[config.mk]
export PLATFORM = sky130hd
export DESIGN_NAME = vga_page_scanout
export DESIGN_NICKNAME = d
export VERILOG_FILES = /design/src/rtl/vga_pkg.sv /design/src/rtl/vga_axis_counter.sv /design/src/rtl/vga_page_scanout.sv
export SDC_FILE = /design/constraint.sdc
export NUM_CORES = 1
export LEC_CHECK = 0
export ABC_CLOCK_PERIOD_IN_PS = 4460
export CORE_MARGIN = 2
export CORE_UTILIZATION = 57
export CTS_BUF_LIST = sky130_fd_sc_hd__clkbuf_16
export CTS_CLUSTER_DIAMETER = 30
export CTS_CLUSTER_SIZE = 10
export DETAILED_ROUTE_END_ITERATION = 6
export PLACE_DENSITY = 0.9
export SYNTH_ARGS = -nofsm -noshare
export SYNTH_HDL_FRONTEND = slang
export SYNTH_SLANG_ARGS = --single-unit
[constraint.sdc]
create_clock -name CLK -period 4.46 [get_ports CLK]
set_clock_uncertainty 0.15 [all_clocks]
set_input_delay 0.892 -clock CLK [delete_from_list [all_inputs] [get_ports CLK]]
set_output_delay 0.892 -clock CLK [all_outputs]
set_load 0.01 [all_outputs]
[src/rtl/vga_pkg.sv]
// Shared constants for the VGA page scan-out: 640x480@60 timing defaults,
// derived totals, sync windows and the two legal page codes.
package vga_pkg;

  localparam int CNT_W = 10;

  localparam int DEF_H_ACTIVE = 640;
  localparam int DEF_H_FP     = 16;
  localparam int DEF_H_SYNC   = 96;
  localparam int DEF_H_BP     = 48;
  localparam int DEF_V_ACTIVE = 480;
  localparam int DEF_V_FP     = 10;
  localparam int DEF_V_SYNC   = 2;
  localparam int DEF_V_BP     = 33;

  localparam int DEF_H_TOTAL = DEF_H_ACTIVE + DEF_H_FP + DEF_H_SYNC + DEF_H_BP;
  localparam int DEF_V_TOTAL = DEF_V_ACTIVE + DEF_V_FP + DEF_V_SYNC + DEF_V_BP;

  localparam int DEF_H_SYNC_START = DEF_H_ACTIVE + DEF_H_FP;
  localparam int DEF_H_SYNC_END   = DEF_H_SYNC_START + DEF_H_SYNC;
  localparam int DEF_V_SYNC_START = DEF_V_ACTIVE + DEF_V_FP;
  localparam int DEF_V_SYNC_END   = DEF_V_SYNC_START + DEF_V_SYNC;

  localparam logic [1:0] PAGE_A = 2'b01;
  localparam logic [1:0] PAGE_B = 2'b10;

  // Only the two one-hot codes select a page; 00 and 11 are glitch/idle codes.
  function automatic logic page_code_valid(input logic [1:0] code);
    return (code == PAGE_A) || (code == PAGE_B);
  endfunction

endpackage

[src/rtl/vga_axis_counter.sv]
// One raster axis: a wrapping position counter with active-region and
// sync-window decode. Used once per line (horizontal) and once per frame
// (vertical, advanced by the horizontal wrap).
module vga_axis_counter
  import vga_pkg::*;
#(
  parameter int ACTIVE = DEF_H_ACTIVE,
  parameter int FP     = DEF_H_FP,
  parameter int SYNC   = DEF_H_SYNC,
  parameter int BP     = DEF_H_BP,
  parameter int W      = CNT_W
) (
  input  logic         clk_i,
  input  logic         rst_n_i,
  input  logic         en_i,
  output logic [W-1:0] cnt_o,
  output logic         wrap_o,
  output logic         active_o,
  output logic         sync_o
);

  localparam int TOTAL = ACTIVE + FP + SYNC + BP;

  localparam logic [W-1:0] LAST       = W'(TOTAL - 1);
  localparam logic [W-1:0] ACT_END    = W'(ACTIVE);
  localparam logic [W-1:0] SYNC_START = W'(ACTIVE + FP);
  localparam logic [W-1:0] SYNC_END   = W'(ACTIVE + FP + SYNC);

  logic [W-1:0] cnt_q, cnt_d;

  // Advance when enabled, wrapping to zero after the last position.
  always_comb begin
    cnt_d = cnt_q;
    if (en_i) begin
      cnt_d = (cnt_q == LAST) ? '0 : cnt_q + 1'b1;
    end
  end

  // Position register.
  always_ff @(posedge clk_i or negedge rst_n_i) begin
    if (!rst_n_i) begin
      cnt_q <= '0;
    end else begin
      cnt_q <= cnt_d;
    end
  end

  assign cnt_o    = cnt_q;
  assign wrap_o   = en_i && (cnt_q == LAST);
  assign active_o = (cnt_q < ACT_END);
  assign sync_o   = (cnt_q >= SYNC_START) && (cnt_q < SYNC_END);

endmodule

[src/rtl/vga_page_scanout.sv]
// VGA raster timing generator with tear-free page selection. The requested
// page is tracked continuously but only takes effect at the frame boundary,
// so a whole frame is always scanned from one page. All outputs are
// registered off the previous cycle's counter values and stay aligned.
module vga_page_scanout
  import vga_pkg::*;
#(
  parameter int H_ACTIVE = DEF_H_ACTIVE,
  parameter int H_FP     = DEF_H_FP,
  parameter int H_SYNC   = DEF_H_SYNC,
  parameter int H_BP     = DEF_H_BP,
  parameter int V_ACTIVE = DEF_V_ACTIVE,
  parameter int V_FP     = DEF_V_FP,
  parameter int V_SYNC   = DEF_V_SYNC,
  parameter int V_BP     = DEF_V_BP
) (
  input  logic             CLK,
  input  logic             RST_N,
  input  logic [1:0]       D_SEL,
  output logic             HSYNC,
  output logic             VSYNC,
  output logic             DE,
  output logic [CNT_W-1:0] PIX_X,
  output logic [CNT_W-1:0] PIX_Y,
  output logic [1:0]       PAGE,
  output logic             FRAME_START
);

  logic [CNT_W-1:0] h_cnt, v_cnt;
  logic             h_wrap, v_wrap;
  logic             h_act, v_act;
  logic             h_sync, v_sync;

  vga_axis_counter #(
    .ACTIVE (H_ACTIVE),
    .FP     (H_FP),
    .SYNC   (H_SYNC),
    .BP     (H_BP),
    .W      (CNT_W)
  ) u_h_axis (
    .clk_i    (CLK),
    .rst_n_i  (RST_N),
    .en_i     (1'b1),
    .cnt_o    (h_cnt),
    .wrap_o   (h_wrap),
    .active_o (h_act),
    .sync_o   (h_sync)
  );

  // Vertical axis steps once per line; its wrap marks the last pixel of a frame.
  vga_axis_counter #(
    .ACTIVE (V_ACTIVE),
    .FP     (V_FP),
    .SYNC   (V_SYNC),
    .BP     (V_BP),
    .W      (CNT_W)
  ) u_v_axis (
    .clk_i    (CLK),
    .rst_n_i  (RST_N),
    .en_i     (h_wrap),
    .cnt_o    (v_cnt),
    .wrap_o   (v_wrap),
    .active_o (v_act),
    .sync_o   (v_sync)
  );

  logic [1:0] next_page_q;
  logic [1:0] page_q;
  logic [1:0] page_sel;

  // A valid code arriving on the boundary cycle itself is used directly.
  assign page_sel = page_code_valid(D_SEL) ? D_SEL : next_page_q;

  // Track the latest valid request; commit it to the scan page at frame end.
  always_ff @(posedge CLK or negedge RST_N) begin
    if (!RST_N) begin
      next_page_q <= PAGE_A;
      page_q      <= PAGE_A;
    end else begin
      next_page_q <= page_sel;
      if (v_wrap) begin
        page_q <= page_sel;
      end
    end
  end

  logic             de_d;
  logic [CNT_W-1:0] pix_x_d, pix_y_d;
  logic             frame_start_d;

  // Decode the current counter position into next-cycle output values.
  always_comb begin
    de_d          = h_act && v_act;
    pix_x_d       = de_d ? h_cnt : '0;
    pix_y_d       = de_d ? v_cnt : '0;
    frame_start_d = (h_cnt == '0) && (v_cnt == '0);
  end

  logic             hsync_q, vsync_q, de_q, frame_start_q;
  logic [CNT_W-1:0] pix_x_q, pix_y_q;
  logic [1:0]       page_out_q;

  // Output registers; page goes through the same stage so it lines up with FRAME_START.
  always_ff @(posedge CLK or negedge RST_N) begin
    if (!RST_N) begin
      hsync_q       <= 1'b1;
      vsync_q       <= 1'b1;
      de_q          <= 1'b0;
      pix_x_q       <= '0;
      pix_y_q       <= '0;
      page_out_q    <= PAGE_A;
      frame_start_q <= 1'b0;
    end else begin
      hsync_q       <= ~h_sync;
      vsync_q       <= ~v_sync;
      de_q          <= de_d;
      pix_x_q       <= pix_x_d;
      pix_y_q       <= pix_y_d;
      page_out_q    <= page_q;
      frame_start_q <= frame_start_d;
    end
  end

  assign HSYNC       = hsync_q;
  assign VSYNC       = vsync_q;
  assign DE          = de_q;
  assign PIX_X       = pix_x_q;
  assign PIX_Y       = pix_y_q;
  assign PAGE        = page_out_q;
  assign FRAME_START = frame_start_q;

endmodule

# == After elaboration in Yosys (flattened, before gate mapping) ==
# Index checks and enable logic that the tools add are counted.
# totals
regBits,50
input_bits,4
output_inout_bits,26
wordCells,38
# classes
n_addsub,2
order_cmp,6
eq_ne,4
n_mux,5
n_bitwise,2
n_reduce_logical,8
# op_table
operator,count
$mux 10,4
$add 10x1->10 const B,2
$eq 10x10->1 const B,2
$logic_not 10->1,2
$lt 10x10->1 const B,2
$lt 10x9->1 const B,2
$ge 10x10->1 const B,1
$ge 10x9->1 const B,1
$logic_and 1x1->1,5
$eq 2x1->1 const B,1
$eq 2x2->1 const B,1
$mux 2,1
$not 1->1,2
$logic_or 1x1->1,1

# == Longest topological paths before layout ==
# Gate-level depths: netlist (run 1).
# depth
ltp_word,3
depth_mapped,6
mapped_depth_nobuf,6

# == Modules after synthesis ==
# Synthesis (run 1) repeated with hierarchy kept, for this count alone.
# unflattened
hier_cells,193
hier_area_um2,2157.1
# modules_own_cells
mod,instances,cells_each,area_each_um2,seq_area_each_um2
vga_page_scanout,1,73,1012.2,757.0
vga_axis_counter (u_v_axis),1,60,580.6,250.2
vga_axis_counter (u_h_axis),1,60,564.3,250.2

# == Least setup slack after synthesis (run 1) ==
# No wires, ideal clock.
# synth_timing
kind,register to register
start,register u_h_axis.cnt_q[5] (netlist: u_h_axis.cnt_o[5])
end,register page_q[1]
arrival_ns,2.085
required_ns,4.185
path_slack_ns,2.100
stages_incl_launch_ff,7
period_less_slack_ns,2.360
cell_sequence,dfrtp_1 -> buf_6 -> or4b_4 -> or3_1 -> buf_6 -> nor3_4 -> mux2_4
# synth_between
elab_chain_cells,2
# synth_lines
element,line_no,source
from (decl),vga_axis_counter.sv:29,"logic [W-1:0] cnt_q, cnt_d;"
from (signal assigned),vga_axis_counter.sv:44,cnt_q <= cnt_d;
$eq 10x10->1,vga_axis_counter.sv:49,assign wrap_o = en_i && (cnt_q == LAST);
$logic_and 1x1->1,vga_axis_counter.sv:49,
to (signal assigned),vga_page_scanout.sv:82,page_q <= page_sel;
to (decl),vga_page_scanout.sv:68,logic [1:0] page_q;
# Every way passes these cells.
# A chain may end at the register's enable or synchronous reset.

# == Worst setup path after layout (run 1) ==
# Same ends and word-level chain as after synthesis.

==> metrics.cfg, run 1 <==
[outcome]
outcome = finished, final reports clean

[synthesis]
synth_top_family_by_area = simple AND/OR/NAND/NOR gates
muxShareOfSynthArea = 0.0145
synth_ff_type = dfrtp_1
netlist.area_leader.share = 0.542
synth_area_leaders = dfrtp_1 (54%), dfstp_2 (6.3%), and2_1 (4.8%), nor4_1 (3.9%), xor2_1 (3.0%)
syn-cell-area_um2 = 2080
synth_seq_area_share = 0.605
async_flop_share = 1.00
synth-seq-cells = 50
synth_edf_count = 0
avgSynthCellArea_um2 = 11.7
synth_cell_types = 35
synth_fa_ha_area_frac = 0.0289
synth_simple_gate_area_share = 0.222
yosys.area.top_type = dfrtp_1
ys_warn_count = 0
synth-xor-area-share = 0.0548
synth-compound-area-share = 0.0355
synth_fp_nets = 185
syn-instance-count = 177

[floorplan]
std_cell_rows = 21
core-area_um2 = 3420
die_area_um2 = 4140
pin_count = 30
initial_core_util = 0.608
die_h_um = 64.4
die_w_um = 64.4

[clock_network]
cts_tree = built
clock-sinks = 50
cts_hold_buf = 0
post_cts_buffers = 0
cts_inserted_buffers = 5
cts.path.max_buffers = 2
h-tree-depth = 2
cts_root_buffer = clkbuf_16
clk_pin_slew_ps = 60
cts_resized = 0
insertion_delay_ps = 280

[cells_and_area]
fin_nets = 214
diodes = 0
seq_area_um2 = 1260
n_fill_cell = 232
drive_above_1_share = 0.0966
final_util = 0.738
area_delta_synth_final_pct = 21.4
multi_input_area_um2 = 743

[placement]
pre_cts_slack_ps = 2000
dp_hpwl_mm = 2.67
portBuffers = 29
place_congestion = 0.940

[drt]
vias = 1413
drt_iter0_drc = 57
routedWlPerCell_um = 15.6
viasPerCell = 5.58
postRouteAntennaNets = 0
drt_wl_total_mm = 3.94
first_pass_iters = 4
drc = 0

[worst_setup_path]
worst_ep_arrival_time_ps = 2510
setup.worst_path.end_class = flop
critPathKind = flop to flop
crit_buf_inv = 0
slowest_stage = or4b_4
cp_cell_sequence = or4b_4 -> or3_1 -> nor3_4 -> mux2_4
cp_max_fo = 9
start_kind = flop
worstPathRequired_ps = 4480
max_stage_delay_ps = 610
crit_family = simple AND/OR/NAND/NOR gates

[power_and_ir_drop]
ir_drop_uv = 272
leakagePower_nw = 1.13
power_uw = 827
p_per_area_nw_per_um2 = 328

[sta]
hold_violations = 0
grt_setup_unrepaired = false
timing.final.ws_setup_ps = 1960
fmax_ghz = 0.401
fin_crit_sh = 0.560
max_slew_margin = 0.324
worstMarginPinSlew_ps = 1010
setup_viol = 0
fin_crit_ps = 2500
tns_ps = 0
slew_viol_final = 0

[run]
cap_viol_max_count = 0

[grt]
overflow = 0
grt_usage = 0.227
grt_antenna_before_repair = 0
grt_max_degree = 51
grt_pass1_vias = 1477
grt_pass1_wl_mm = 6.96

[min_path]
min_path_type = flop to flop

==> placed cells by master, fill, tap and decap left out, types with 2 or more instances in the layout <==
cell type and n:
dfrtp_1 45, clkdlybuf4s50_1 28, and2_1 16, nor4_1 13, nand3_1 10, nand2_1 10, inv_1 8, nor2_1 8
o21ai_0 7, xor2_1 7, xnor2_1 6, dfstp_2 5, clkbuf_16 5, and4_1 4, nor3_1 4, ha_1 4
nand2b_1 3, nand4_1 2, mux2_4 2
==> layout make-up <==
cell class                      count  area share
Multi-Input combinational cell    111       0.295
Inverter                            8      0.0119
Clock inverter                      3     0.00645
Timing Repair Buffer               30       0.116
Tap cell                           46      0.0228
Clock buffer                        5      0.0496
Sequential cell                    50       0.499
==> cell families after synthesis <==
| kind of cell | after synthesis |
|---|---|
| flops | 50 |
| fa+ha+maj | 5 |
| buf+inv | 16 |
| simple gates | 78 |
| xor+xnor | 13 |
| mux | 2 |
| compound gates | 12 |
| other cells | 1 |
==> flip-flops by register name, summed over array words and instances (netlist names) <==
register / cells
DE: 1
FRAME_START: 1
HSYNC: 1
PAGE: 2
PIX_X: 10
PIX_Y: 10
VSYNC: 1
next_page_q: 2
page_q: 2
u_h_axis.cnt_o: 10
u_v_axis.cnt_o: 10
==> path summary, 6_finish.rpt <==
check | depth (start not counted) | from | slack [ps] | endpoint
min reg2reg | 0 | page_q[0] | 230 | PAGE[0]
max | 4 | u_h_axis.cnt_o[5] | 1960 | page_q[1]
min | 0 | page_q[0] | 230 | PAGE[0]
min in group asynchronous | 1 | RST_N | 630 | u_h_axis.cnt_o[0]
max reg2reg | 4 | u_h_axis.cnt_o[5] | 1960 | page_q[1]
max in group asynchronous | 1 | RST_N | 2910 | page_q[1]
==> cell usage after synthesis, types with 2 or more instances <==
master,count
nand3_1,10
buf_6,2
nand2_1,10
mux2_4,2
o21ai_0,7
xor2_1,7
xnor2_1,6
inv_1,8
nor2_1,8
ha_1,4
and2_1,16
and4_1,4
nor3_1,4
nand2b_1,3
dfrtp_1,45
clkbuf_1,5
dfstp_2,5
nand4_1,2
nor4_1,13
==> power breakdown <==
group | internal (mW) | switching, mW | leakage, nW
clock network | 0.204 | 0.150 | 0.0672
registers | 0.457 | 0.000915 | 0.647
logic | 0.00389 | 0.0107 | 0.412
total | 0.665 | 0.162 | 1.13
==> metrics by stage <==
step / hold WS [ps] / instance area, um^2 / cells
2_1_floorplan: 204 / 2080 / 177
3_3_place_gp: 216 / 2380 / 245
3_5_place_dp: 222 / 2380 / 245
4_1_cts: 229 / 2520 / 253
5_1_grt: 236 / 2520 / 253
6_report: 230 / 2520 / 253
==> layer usage <==
metal	global-route usage	share of wire	vias to the layer above	routed length [um]
met2	0.342	0.47	69	1870
met1	0.295	0.42	666	1670
met4	0.128	0.043	0	168
met5	0	0	-	0
li1	-	-	660	-
met3	0.0669	0.061	18	239
(Power assumes the default switching activity.)
==> run 2, diff against run 1 <==
ABC_CLOCK_PERIOD_IN_PS = 2400   (was 4460)
CORE_UTILIZATION = 53   (was 57)
PLACE_DENSITY = 0.85   (was 0.9)
clock period = 2.4 ns   (was 4.46 ns; I/O delays follow)
==> metrics.cfg, run 2 (synthesis gave the netlist of run 1 again) <==
[sta]
hold_violations = 0  ; unchanged
worstMarginPinSlew_ps = 685  ; -329 ps
fmax_ghz = 0.438  ; +9.4%
grt_setup_unrepaired = false
fin_crit_ps = 2280  ; -214 ps
fin_crit_sh = 0.951  ; +0.391
slew_viol_final = 0  ; unchanged
setup_viol = 0  ; unchanged
tns_ps = 0  ; unchanged
max_slew_margin = 0.540  ; +0.216

[grt]
grt_pass1_vias = 1389  ; -6.0%
grt_usage = 0.202  ; -0.0255
grt_pass1_wl_mm = 6.50  ; -6.6%
overflow = 0  ; unchanged
grt_antenna_before_repair = 0  ; unchanged
grt_max_degree = 51  ; unchanged

[cells_and_area]
drive_above_1_share = 0.121  ; +0.0243
fin_nets = 222  ; +3.7%
area_delta_synth_final_pct = 24.2
final_common_cell = dfrtp_1
final_cell_mix = dfrtp_1 (45), clkdlybuf4s50_1 (28), and2_1 (16)
stdcell_count = 263  ; +4.0%
diodes = 0  ; unchanged
n_fill_cell = 259  ; +12%

[worst_setup_path]
r2r.worst_path.cells = 4  ; unchanged
critPathKind = flop to flop
worst_ep_arrival_time_ps = 2300  ; -210 ps
cp_max_fo = 6  ; -3
start_kind = flop
setup.worst_path.end_class = flop
worstPathRequired_ps = 2420  ; -2060 ps

[placement]
place_inst = 255  ; +4.1%
place_congestion = 0.890  ; -5.4%
dp_hpwl_mm = 2.74  ; +2.4%
portBuffers = 29  ; unchanged

[clock_network]
post_cts_buffers = 0  ; unchanged
clock-sinks = 50  ; unchanged
cts_tree = built
clk_pin_slew_ps = 60  ; about the same
h-tree-depth = 2  ; unchanged
cts_resized = 0  ; unchanged
cts_inserted_buffers = 5  ; unchanged
cts.path.max_buffers = 2  ; unchanged
cts_hold_buf = 0  ; unchanged
insertion_delay_ps = 290  ; about the same
cts_root_buffer = clkbuf_16

[power_and_ir_drop]
ir_drop_uv = 306  ; +12%
leakagePower_nw = 1.17  ; +4.1%
p_per_area_nw_per_um2 = 591  ; +80%

[drt]
first_pass_iters = 6  ; +2
drc = 0  ; unchanged
drt_wl_total_mm = 3.89  ; -1.4%
routedWlPerCell_um = 14.8  ; -5.1%
vias = 1422  ; +0.64%
drt_iter0_drc = 136  ; +140%
viasPerCell = 5.41  ; -3.2%
postRouteAntennaNets = 0  ; unchanged

[floorplan]
core-area_um2 = 3720  ; +8.8%
std_cell_rows = 22  ; +4.8%
die_area_um2 = 4440  ; +7.1%
die_h_um = 66.6  ; +3.5%
die_w_um = 66.6  ; +3.5%
pin_count = 30  ; unchanged
initial_core_util = 0.559  ; -0.0491

[run]
cap_viol_max_count = 0  ; unchanged

[outcome]
outcome = finished, final reports clean

[min_path]
min_path_type = input port to asynchronous set/reset pin

-- run 2: changes by cell type in the layout (fill, tap and decap cells not counted) --
cell        before  now
inv_1            8   10
buf_4            1    9
clkinvlp_4       1    0
clkinv_2         1    0
-- run 2: cell type report --
| cell class | instances | area, um^2 | area share |
|---|---|---|---|
| multi-input combinational | 111 | 743 | 0.288 |
| clock inverter | 3 | 11.3 | 0.00436 |
| tap | 48 | 60.1 | 0.0233 |
| timing repair buffer | 38 | 353 | 0.137 |
| sequential | 50 | 1260 | 0.487 |
| clock buffer | 5 | 125 | 0.0485 |
| inverter | 8 | 30.0 | 0.0116 |
-- run 2: critical path, stage by stage, from the launching register on --
cell,delay [ps]
dfrtp_1,370
or4b_4,570
or3_1,460
nor3_4,290
mux2_4,320
-- run 2: path summary, 6_finish.rpt --
check                                  start           endpoint  slack [ps]
setup reg to reg           u_h_axis.cnt_o[5]          page_q[1]         120
hold / removal                         RST_N           PIX_Y[6]         140
setup / recovery           u_h_axis.cnt_o[5]          page_q[1]         120
hold reg to reg                    page_q[0]            PAGE[0]         230
min in group CLK                   page_q[0]            PAGE[0]         230
max in group asynchronous              RST_N  u_h_axis.cnt_o[4]        1570
-- run 2: through the flow --
stage / area (um^2) / utilization / worst slack (ps) / hold WS (ps) / power, mW
final: 2580 / 0.694 / 118 / 136 / 1.52
after detailed placement: 2440 / 0.658 / 136 / 214 / 0.895
after floorplan: 2080 / - / 40.0 / 34.4 / 0.870
after global routing: 2580 / 0.694 / 45.0 / 195 / 1.57
after CTS: 2580 / 0.694 / 114 / 158 / 1.54
after global placement: 2440 / 0.658 / 174 / 211 / 0.894
-- run 2: metal layers --
layer  GRT usage  vias up  share of wire
li1            -      681              -
met1       0.255      697           0.45
met2       0.335       36           0.49
met3      0.0405        8          0.042
met4      0.0918        0          0.021
met5           0        -              0
-- run 2: power by group --
group          internal, mW  switching (mW)
Sequential            0.849         0.00165
Combinational       0.00829          0.0197
Clock                 0.374           0.271
Total                  1.23           0.292
